--- src/rtl/ledsegment_pkg.sv ---
// Shared types and constants for the seven-segment address capture stage.
package ledsegment_pkg;

  localparam int ADDR_W          = 21;
  localparam int DEF_HOLD_CYCLES = 2_800_000;
  localparam int DEF_DEB_CYCLES  = 65_536;
  localparam int NUM_BTN         = 3;

  typedef enum logic {
    ST_LIVE   = 1'b0,
    ST_FROZEN = 1'b1
  } state_t;

endpackage

--- src/rtl/ledsegment_debounce.sv ---
// Button conditioning: 2-FF synchroniser, stable-level debouncer, and a
// registered one-cycle pulse on each accepted press.
module ledsegment_debounce
  import ledsegment_pkg::*;
#(
  parameter int DEB_CYCLES = DEF_DEB_CYCLES
) (
  input  logic clk,
  input  logic srst,
  input  logic btn,
  output logic pulse
);

  localparam int CNTW = $clog2(DEB_CYCLES + 1);

  logic            sync1_reg, sync2_reg;
  logic            deb_reg, deb_prev_reg, pulse_reg;
  logic [CNTW-1:0] cnt_reg;

  always_ff @(posedge clk) begin
    if (srst) begin
      sync1_reg    <= 1'b0;
      sync2_reg    <= 1'b0;
      deb_reg      <= 1'b0;
      deb_prev_reg <= 1'b0;
      pulse_reg    <= 1'b0;
      cnt_reg      <= '0;
    end else begin
      sync1_reg    <= btn;
      sync2_reg    <= sync1_reg;
      // Any sample matching the accepted level restarts the stability count.
      if (sync2_reg != deb_reg) begin
        if (cnt_reg == CNTW'(DEB_CYCLES - 1)) begin
          deb_reg <= sync2_reg;
          cnt_reg <= '0;
        end else begin
          cnt_reg <= cnt_reg + CNTW'(1);
        end
      end else begin
        cnt_reg <= '0;
      end
      deb_prev_reg <= deb_reg;
      pulse_reg    <= deb_reg & ~deb_prev_reg;
    end
  end

  assign pulse = pulse_reg;

endmodule

--- src/rtl/ledsegment_addrcapture.sv ---
// Captures CPU addresses on a strobe, rate-limits display updates and keeps a
// small history that the board buttons can freeze and browse.
module ledsegment_addrcapture
  import ledsegment_pkg::*;
#(
  parameter int HOLD_CYCLES = DEF_HOLD_CYCLES,
  parameter int DEB_CYCLES  = DEF_DEB_CYCLES,
  parameter int DEPTH       = 8
) (
  input  logic                     clk_peripheral,
  input  logic                     peripheral_reset,
  input  logic [ADDR_W-1:0]        mem_addr,
  input  logic                     mem_strobe,
  input  logic                     btn_freeze,
  input  logic                     btn_back,
  input  logic                     btn_fwd,
  output logic [ADDR_W-1:0]        address,
  output logic                     frozen,
  output logic [$clog2(DEPTH)-1:0] hist_index
);

  localparam int IW = $clog2(DEPTH);
  localparam int CW = $clog2(DEPTH + 1);
  localparam int HW = $clog2(HOLD_CYCLES);

  logic [NUM_BTN-1:0] btn_raw, btn_pulse;
  logic               freeze_p, back_p, fwd_p;

  assign btn_raw  = {btn_fwd, btn_back, btn_freeze};
  assign freeze_p = btn_pulse[0];
  assign back_p   = btn_pulse[1];
  assign fwd_p    = btn_pulse[2];

  genvar gi;
  generate
    for (gi = 0; gi < NUM_BTN; gi++) begin : g_btn
      ledsegment_debounce #(.DEB_CYCLES(DEB_CYCLES)) u_deb (
        .clk   (clk_peripheral),
        .srst  (peripheral_reset),
        .btn   (btn_raw[gi]),
        .pulse (btn_pulse[gi])
      );
    end
  endgenerate

  state_t            state_reg, state_next;
  logic [IW-1:0]     offset_reg, offset_next, wr_reg, wr_next, off_new;
  logic [CW-1:0]     count_reg, count_next, off_inc;
  logic [HW-1:0]     hold_reg, hold_next;
  logic              pending_reg, pending_next, push;
  logic [ADDR_W-1:0] latest_reg, latest_next, address_reg, address_next;
  logic [ADDR_W-1:0] hist [DEPTH];

  always_comb begin
    state_next   = state_reg;
    offset_next  = offset_reg;
    wr_next      = wr_reg;
    count_next   = count_reg;
    hold_next    = hold_reg;
    pending_next = pending_reg;
    latest_next  = latest_reg;
    address_next = address_reg;
    off_inc      = CW'(offset_reg) + CW'(1);
    off_new      = offset_reg;
    push         = (state_reg == ST_LIVE) && (hold_reg == '0) && pending_reg;

    if (push) begin
      wr_next      = wr_reg + IW'(1);
      if (count_reg != CW'(DEPTH)) count_next = count_reg + CW'(1);
      address_next = latest_reg;
      pending_next = 1'b0;
      hold_next    = HW'(HOLD_CYCLES - 1);
    end else if (hold_reg != '0) begin
      hold_next = hold_reg - HW'(1);
    end

    // A strobe coinciding with a push re-arms pending for the next push.
    if (mem_strobe) begin
      latest_next  = mem_addr;
      pending_next = 1'b1;
    end

    case (state_reg)
      ST_LIVE: begin
        if (freeze_p) begin
          state_next  = ST_FROZEN;
          offset_next = '0;
        end
      end
      ST_FROZEN: begin
        if (freeze_p) begin
          state_next  = ST_LIVE;
          offset_next = '0;
          hold_next   = '0;
        end else if ((count_reg != '0) && (back_p ^ fwd_p)) begin
          if (back_p)
            off_new = (off_inc > count_reg - CW'(1)) ? IW'(count_reg - CW'(1)) : IW'(off_inc);
          else
            off_new = (offset_reg == '0) ? '0 : offset_reg - IW'(1);
          offset_next  = off_new;
          address_next = hist[wr_reg - IW'(1) - off_new];
        end
      end
      default: state_next = ST_LIVE;
    endcase
  end

  always_ff @(posedge clk_peripheral) begin
    if (peripheral_reset) begin
      state_reg   <= ST_LIVE;
      offset_reg  <= '0;
      wr_reg      <= '0;
      count_reg   <= '0;
      hold_reg    <= '0;
      pending_reg <= 1'b0;
      latest_reg  <= '0;
      address_reg <= '0;
    end else begin
      state_reg   <= state_next;
      offset_reg  <= offset_next;
      wr_reg      <= wr_next;
      count_reg   <= count_next;
      hold_reg    <= hold_next;
      pending_reg <= pending_next;
      latest_reg  <= latest_next;
      address_reg <= address_next;
    end
  end

  // History contents are unreachable after reset because count restarts at 0.
  always_ff @(posedge clk_peripheral) begin
    if (push && !peripheral_reset) hist[wr_reg] <= latest_reg;
  end

  assign address    = address_reg;
  assign frozen     = (state_reg == ST_FROZEN);
  assign hist_index = offset_reg;

endmodule

--- config.mk ---
export PLATFORM = sky130hd
export DESIGN_NAME = ledsegment_addrcapture
export DESIGN_NICKNAME = d
export VERILOG_FILES = /design/src/rtl/ledsegment_pkg.sv /design/src/rtl/ledsegment_debounce.sv /design/src/rtl/ledsegment_addrcapture.sv
export SDC_FILE = /design/constraint.sdc
export NUM_CORES = 1
export LEC_CHECK = 0
export BUFFER_PORTS_ARGS = -buffer_cell sky130_fd_sc_hd__clkbuf_2
export CORE_MARGIN = 2
export CORE_UTILIZATION = 61
export DETAILED_ROUTE_END_ITERATION = 12
export MAX_ROUTING_LAYER = met4
export PLACE_DENSITY = 0.77
export SLEW_MARGIN = 30
export SYNTH_ARGS = -nofsm -noshare
export SYNTH_HDL_FRONTEND = slang
export SYNTH_HIERARCHICAL = 1
export SYNTH_SLANG_ARGS = --single-unit
--- constraint.sdc ---
create_clock -name clk_peripheral -period 5.75 [get_ports clk_peripheral]
set_input_delay 0.575 -clock clk_peripheral [delete_from_list [all_inputs] [get_ports clk_peripheral]]
set_output_delay 0.575 -clock clk_peripheral [all_outputs]
set_load 0.03 [all_outputs]
==> run_results.csv, run 1 <==
group,metric,value,unit
outcome,run_status,"finished clean",
worst_setup_path,critical_path_required_time,6.19,ns
die,initial_core_util,62.1,%
layout,multi_input_area,4860,um2
worst_setup_path,rr_startpoint,"count_reg[0]",
layout,ff_latch_area,7890,um2
clock_tree,post_cts_resize_count,0,
placement,dp_cells,1332,
placement,total_half_perimeter_wirelength_after_legalization_and_detailed_placement,15.2,mm
global_route,globalRoute.totalOverflow,0,
worst_setup_path,endpoint_of_the_worst_register_to_register_path,"address[2]",
placement,buffer_ports.inserted,51,
clock_tree,root_buf_cell,"sky130_fd_sc_hd__clkbuf_16",
routing,detailedRoute.firstIterationViolations,557,
clock_tree,cts_tree,"built",
timing,setup_total_negative_slack,0,ns
routing,totalWireLength,26.6,mm
timing,final_period_minus_worst_setup_slack,4.77,ns
worst_setup_path,r2r_setup_slack,0.98,ns
worst_setup_path,r2r.worst_path.cells,14,
timing,worst_pin_slew,0.929,ns
global_route,global_route_wire_length_before_repair,41.8,mm
layout,antenna-diode-count,0,
clock_tree,holdBufCountCts,0,
routing,detail_route.first_pass.iterations,6,
layout,syn_to_final_growth,12.3,%
layout,drive_above_1_share,16.5,%
timing,fmax,0.210,GHz
timing,rsz_0062_raised_after_global_routing,"no",
synthesis,yosysWarningCount,6,
die,coreArea,21000,um2
die,die-area,22600,um2
worst_setup_path,crit_path_kind,"flip-flop to flip-flop",
synthesis,synth-seq-cells,310,
layout,layout.cells.non_filler,1390,
pwr,ir_worst_vdd,253,uV
placement,finalWeightedCongestion,0.845,
hold_path,min_delay_worst_endpoint,"g_btn[0].u_deb/sync1_reg",
timing,number_of_hold_violations_in_the_final_report,0,
timing,slew_headroom,38.0,%
worst_setup_path,critical_path.endpoint_type,"flip-flop",
synthesis,synth.distinct_cells,44,
global_route,grt_use_total,24.4,%
synthesis,synth_area_per_cell,12.4,um2
pwr,power_leakage,5.19,nW
clock_tree,cts.path.max_buffers,3,
die,die_height,150,um
layout,fill_cells,1456,
synthesis,postSynthCellCount,1052,
flow_run,max-cap-violations,0,
clock_tree,clock_sinks,310,
routing,vias_per_cell,6.04,
die,chipWidth,150,um
clock_tree,clkLatencyLatePin,0.56,ns
timing,finalClockSkew,0.0154,ns
timing,timing.final.max_slew_violations,0,
worst_setup_path,timing.critical_path.cells,"inv_1 > ha_1 > ha_1 > nor2b_1 > or4_1 > nand3_1 > mux2i_1 > ha_2 > inv_1 > fa_2 > buf_4 > mux4_2 > or4_1 > and3_1",
pwr,cellPowerDensity,374,nW/um2
synthesis,ys.flop_type,"sky130_fd_sc_hd__edfxtp_1",
hold_path,worst_hold_startpoint,"btn_freeze",
routing,wl_per_cell,19.1,um
global_route,antenna_violations_before_repair,0,
routing,route.antenna.remaining_nets,0,
synthesis,synth_edf_count,168,
synthesis,synthesis.area,13100,um2
hold_path,worstHoldPathType,"input port to flip-flop",
die,num_io_pins,52,
clock_tree,numCtsBuffers,31,
worst_setup_path,cp_slowest_stage_delay,0.95,ns
worst_setup_path,cpMaxStageDelayCell,"sky130_fd_sc_hd__fa_2",
worst_setup_path,critical_path.startpoint_type,"flip-flop",
die,floorplan.rows,53,
clock_tree,clkTransAtPathRegs,0.06,ns
hold_path,worstHoldPathCells,2,
synthesis,async_set_reset_flop_share_out_of_synthesis,0,%
synthesis,synth_seq_area_share,60.4,%
layout,design.final.nets,1139,
worst_setup_path,crit_fanout,22,
clock_tree,htreeDepth,1,
routing,drt_drc_violations_left,0,
routing,total_number_of_vias,8392,
synthesis,synth.net_count,1101,
global_route,grt_start_max_net_pins,59,
timing,final_count_of_negative_setup_slack_endpoints,0,
layout,largest_reg_flops,168,
timing,min_period_over_period,82.9,%
global_route,vias_in_the_first_global_route,7971,
clock_tree,postCtsSetupBuffers,0,
worst_setup_path,worstPathArrival,5.21,ns
layer usage:
layer | global-route usage [%] | wire, um
met5 | - | 0
met4 | 5.52 | 522
met3 | 3.39 | 2030
met2 | 39.9 | 12800
met1 | 33.0 | 11200
area by class of cell:
type | instances | share of cell area, %
Clock buffer | 36 | 5.55
Tap cell | 275 | 2.34
Timing Repair Buffer | 69 | 2.66
Sequential cell | 310 | 53.8
Inverter | 29 | 0.742
Multi-Input combinational cell | 649 | 33.1
Clock inverter | 22 | 1.84
layout by cell type (no fill, tap or decap), types with 3 or more instances in the layout:
cell / instances
sky130_fd_sc_hd__a211oi_1: 5
sky130_fd_sc_hd__a21o_1: 3
sky130_fd_sc_hd__a21oi_1: 27
sky130_fd_sc_hd__a221oi_1: 21
sky130_fd_sc_hd__and3_1: 24
sky130_fd_sc_hd__buf_4: 18
sky130_fd_sc_hd__bufinv_16: 6
sky130_fd_sc_hd__clkbuf_1: 3
sky130_fd_sc_hd__clkbuf_16: 31
sky130_fd_sc_hd__clkbuf_2: 50
sky130_fd_sc_hd__clkinv_1: 3
sky130_fd_sc_hd__clkinv_2: 8
sky130_fd_sc_hd__dfxtp_1: 142
sky130_fd_sc_hd__edfxtp_1: 168
sky130_fd_sc_hd__ha_1: 20
sky130_fd_sc_hd__inv_1: 29
sky130_fd_sc_hd__mux2i_1: 47
sky130_fd_sc_hd__mux4_2: 42
sky130_fd_sc_hd__nand2_1: 33
sky130_fd_sc_hd__nand2b_1: 4
sky130_fd_sc_hd__nand3_1: 21
sky130_fd_sc_hd__nand4_1: 5
sky130_fd_sc_hd__nand4_2: 3
sky130_fd_sc_hd__nor2_1: 92
sky130_fd_sc_hd__nor2_2: 4
sky130_fd_sc_hd__nor2b_1: 19
sky130_fd_sc_hd__nor3_1: 91
sky130_fd_sc_hd__nor4_1: 18
sky130_fd_sc_hd__nor4_2: 4
sky130_fd_sc_hd__o21ai_0: 37
sky130_fd_sc_hd__or2_2: 4
sky130_fd_sc_hd__or3_1: 25
sky130_fd_sc_hd__or4_1: 23
sky130_fd_sc_hd__xnor2_1: 40
sky130_fd_sc_hd__xor2_1: 14
Yosys cell counts (3+ instances only):
cell,instances,area (um2)
sky130_fd_sc_hd__edfxtp_1,168,5040
sky130_fd_sc_hd__dfxtp_1,142,2840
sky130_fd_sc_hd__nor2_1,96,360
sky130_fd_sc_hd__nor3_1,91,455
sky130_fd_sc_hd__mux2i_1,47,470
sky130_fd_sc_hd__clkbuf_1,44,165
sky130_fd_sc_hd__mux4_2,42,946
sky130_fd_sc_hd__xnor2_1,41,359
sky130_fd_sc_hd__o21ai_0,37,185
sky130_fd_sc_hd__nand2_1,33,124
sky130_fd_sc_hd__inv_1,29,109
sky130_fd_sc_hd__a21oi_1,27,135
sky130_fd_sc_hd__or3_1,26,163
sky130_fd_sc_hd__and3_1,24,150
sky130_fd_sc_hd__or4_1,23,173
sky130_fd_sc_hd__nor4_1,22,138
sky130_fd_sc_hd__a221oi_1,21,184
sky130_fd_sc_hd__ha_1,21,263
sky130_fd_sc_hd__nand3_1,21,105
sky130_fd_sc_hd__nor2b_1,19,119
sky130_fd_sc_hd__xor2_1,15,131
sky130_fd_sc_hd__buf_2,11,55.1
sky130_fd_sc_hd__buf_1,7,26.3
sky130_fd_sc_hd__a211oi_1,5,37.5
sky130_fd_sc_hd__nand4_1,5,31.3
sky130_fd_sc_hd__nand2b_1,4,25.0
sky130_fd_sc_hd__or2_2,4,25.0
sky130_fd_sc_hd__a21o_1,3,22.5
sky130_fd_sc_hd__nand4_2,3,37.5
per-stage QoR:
| step | utilization [%] | power, mW | hold WS [ns] | cell area, um2 | worst slack, ns |
|---|---|---|---|---|---|
| after floorplan | - | 3.23 | 0.367 | 13100 | 1.38 |
| after global placement | 64.6 | 3.38 | 0.371 | 13600 | 1.21 |
| after detailed placement | 64.6 | 3.41 | 0.382 | 13600 | 1.08 |
| after CTS | 69.8 | 5.52 | 0.211 | 14700 | 0.991 |
| after global routing | 69.8 | 5.70 | 0.224 | 14700 | 0.712 |
| final | 69.8 | 5.48 | 0.234 | 14700 | 0.980 |
logic make-up after synthesis:
kind of cell    count (synthesis)  synth area share, %
compound gates                107                 5.15
simple gates                  375                 14.8
buf+inv                        93                 2.89
fa+ha+maj                      22                 2.16
xor+xnor                       56                 3.75
mux                            89                 10.8
flops                         310                 60.4
how the worst max path moves through the flow:
stage / start / end / cells after the start
detailed placement: count_reg[0] / address[5] / 14
global route: count_reg[0] / address[2] / 14
finish: count_reg[0] / address[2] / 14
floorplan: hist_index[0] / address[19] / 16
CTS: count_reg[0] / address[1] / 14
global placement: hist_index[0] / address[19] / 14
power by group:
| group | switching (mW) | internal (mW) | total [mW] |
|---|---|---|---|
| Combinational | 0.489 | 0.353 | 0.842 |
| Clock | 0.828 | 1.28 | 2.11 |
| Sequential | 0.0988 | 2.43 | 2.53 |
critical path: cells and delay by family (launching register included):
family	cells	cell delay, ns
adders and majority gates	4	1.84
and+or+nand+nor	5	1.27
muxes	2	0.64
buffers and inverters	3	0.50
DFF	1	0.41
Power figures use the tool's default switching activity.
==> inputs of run 2 (changes only) <==
Clock period 5.75 ns to 4.6 ns, I/O delays scaled along.
==> run 2 against run 1 <==
Worst setup slack got worse by 0.63 ns. Sequential cell count did not move. Power rose by 24%. Cell count rose by 0.14%. Fmax rose by 12%. Via count rose by 0.93%. Sequential share of layout area fell by 0.10 points. Register-to-register slack got worse by 0.63 ns. Routed wire length fell by 1.5%. Core utilization rose by 0.13 points. Design area rose by 0.19%. Non-clock buffer count rose by 4. Critical path type unchanged. Highest routed layer unchanged.
==> run_results.csv, run 2 (synthesis gave the netlist of run 1 again) <==
group,metric,value,unit
outcome,run_status,"finished clean",
timing,rsz_0062_raised_after_global_routing,"no",
clock_tree,htreeDepth,1,
clock_tree,clkTransAtPathRegs,0.06,ns
clock_tree,numCtsBuffers,30,
global_route,grt_start_max_net_pins,46,
routing,detailedRoute.firstIterationViolations,759,
placement,detailedPlace.worstSlack,0.338,ns
flow_run,max-cap-violations,0,
die,coreArea,21000,um2
routing,vias_per_cell,6.08,
routing,drt_drc_violations_left,0,
timing,setup_total_negative_slack,0,ns
worst_setup_path,rr_startpoint,"hist_index[0]",
worst_setup_path,r2r_setup_slack,0.35,ns
clock_tree,clkLatencyLatePin,0.57,ns
worst_setup_path,critical_path.endpoint_type,"flip-flop",
layout,design.final.nets,1142,
global_route,grt_use_total,24.3,%
worst_setup_path,critical_path.startpoint_type,"flip-flop",
timing,finalClockSkew,0.0325,ns
global_route,antenna_violations_before_repair,0,
placement,dp_cells,1336,
timing,fmax,0.235,GHz
routing,totalWireLength,26.2,mm
die,floorplan.rows,53,
layout,drive_above_1_share,16.6,%
die,die-area,22600,um2
die,num_io_pins,52,
clock_tree,root_buf_cell,"sky130_fd_sc_hd__clkbuf_16",
worst_setup_path,critical_path_required_time,5.04,ns
timing,timing.final.max_slew_violations,0,
routing,route.antenna.remaining_nets,0,
routing,wl_per_cell,18.8,um
layout,layout.cells.most_common_list,"sky130_fd_sc_hd__edfxtp_1 (168), sky130_fd_sc_hd__dfxtp_1 (142), sky130_fd_sc_hd__nor2_1 (92)",
placement,total_half_perimeter_wirelength_after_legalization_and_detailed_placement,15.5,mm
hold_path,worstHoldPathType,"input port to flip-flop",
global_route,vias_in_the_first_global_route,8098,
timing,final_count_of_negative_setup_slack_endpoints,0,
layout,largest_reg_flops,168,
timing,final_period_minus_worst_setup_slack,4.25,ns
timing,slew_headroom,38.7,%
timing,number_of_hold_violations_in_the_final_report,0,
clock_tree,clock_sinks,310,
worst_setup_path,crit_fanout,42,
worst_setup_path,critPathLaunch,"hist_index[0]",
layout,mostFrequentLayoutCell,"sky130_fd_sc_hd__edfxtp_1",
timing,final.setup.worst_slack,0.349,ns
global_route,globalRoute.totalOverflow,0,
pwr,power_leakage,5.21,nW
global_route,global_route_wire_length_before_repair,41.8,mm
worst_setup_path,r2r.worst_path.cells,14,
worst_setup_path,endpoint_of_the_worst_register_to_register_path,"address[7]",
worst_setup_path,worstPathArrival,4.70,ns
pwr,ir_worst_vdd,375,uV
timing,worst_pin_slew,0.919,ns
placement,finalWeightedCongestion,0.796,
clock_tree,postCtsSetupBuffers,0,
layout,postLayoutCoreUtil,69.9,%
die,initial_core_util,62.1,%
placement,buffer_ports.inserted,51,
routing,total_number_of_vias,8470,
layout,syn_to_final_growth,12.5,%
die,die_height,150,um
die,chipWidth,150,um
clock_tree,cts.path.max_buffers,3,
clock_tree,holdBufCountCts,0,
worst_setup_path,crit_path_kind,"flip-flop to flip-flop",
worst_setup_path,cp-endpoint,"address[7]",
layout,antenna-diode-count,0,
routing,detail_route.first_pass.iterations,5,
pwr,cellPowerDensity,461,nW/um2
timing,min_period_over_period,92.4,%
layout,fill_cells,1459,
clock_tree,post_cts_resize_count,0,
layout,layout.cells.non_filler,1392,
clock_tree,cts_tree,"built",
-- run 2: cell count changes in the layout (fill, tap and decap cells not counted), sizes merged --
cell      previous run  this run
clkbuf              86        97
clkinv              12         5
buf                 19        23
bufinv               6         3
inv                 31        29
clkinvlp             2         1
-- run 2: layout make-up --
| class | instances | area (um2) | share of cell area, % |
|---|---|---|---|
| flip-flops and latches | 310 | 7890 | 53.7 |
| multi-input cells | 649 | 4860 | 33.0 |
| clock buffers | 47 | 925 | 6.29 |
| repair buffers | 73 | 445 | 3.03 |
| well taps | 275 | 344 | 2.34 |
| clock inverters | 9 | 134 | 0.911 |
| inverters | 29 | 109 | 0.740 |
-- run 2: worst min-delay path by stage --
stage                                      from                  endpoint  slack (ns)  depth (start not counted)
finish                                  btn_fwd  g_btn[2].u_deb/sync1_reg        0.13                          2
global route                        mem_addr[4]             latest_reg[4]        0.12                          3
CTS                                     btn_fwd  g_btn[2].u_deb/sync1_reg        0.11                          2
detailed placement  g_btn[0].u_deb/deb_prev_reg      g_btn[0].u_deb/pulse        0.37                          1
global placement    g_btn[0].u_deb/deb_prev_reg      g_btn[0].u_deb/pulse        0.37                          1
floorplan           g_btn[0].u_deb/deb_prev_reg      g_btn[0].u_deb/pulse        0.37                          1
-- run 2: worst max-delay path: stages, from the launching register on --
cell and delay (ns):
sky130_fd_sc_hd__dfxtp_1 0.43, sky130_fd_sc_hd__inv_1 0.09, sky130_fd_sc_hd__ha_1 0.31, sky130_fd_sc_hd__ha_1 0.31
sky130_fd_sc_hd__nor2b_1 0.15, sky130_fd_sc_hd__or4_1 0.43, sky130_fd_sc_hd__nand3_1 0.12, sky130_fd_sc_hd__mux2i_1 0.25
sky130_fd_sc_hd__ha_2 0.20, sky130_fd_sc_hd__inv_1 0.04, sky130_fd_sc_hd__fa_2 0.54, sky130_fd_sc_hd__buf_12 0.26
sky130_fd_sc_hd__mux4_2 0.36, sky130_fd_sc_hd__or4_1 0.43, sky130_fd_sc_hd__and3_1 0.19
-- run 2: layer usage --
| layer | track usage [%] | share of wire, % |
|---|---|---|
| met1 | 33.3 | 44 |
| met3 | 3.06 | 6.2 |
| met2 | 39.3 | 48 |
| met4 | 6.04 | 1.7 |
| met5 | - | 0 |
-- run 2: power breakdown --
| part | switching, mW | internal, mW |
|---|---|---|
| Clock | 1.01 | 1.54 |
| Combinational | 0.613 | 0.446 |
| Sequential | 0.122 | 3.04 |
| Total | 1.75 | 5.03 |
-- run 2: per-stage QoR --
stage / area, um2 / hold slack, ns / power [mW]
5_1_grt: 14700 / 0.122 / 7.08
6_report: 14700 / 0.128 / 6.78
3_3_place_gp: 13600 / 0.375 / 4.24
3_5_place_dp: 13600 / 0.371 / 4.27
2_1_floorplan: 13100 / 0.367 / 4.03
4_1_cts: 14700 / 0.113 / 6.82
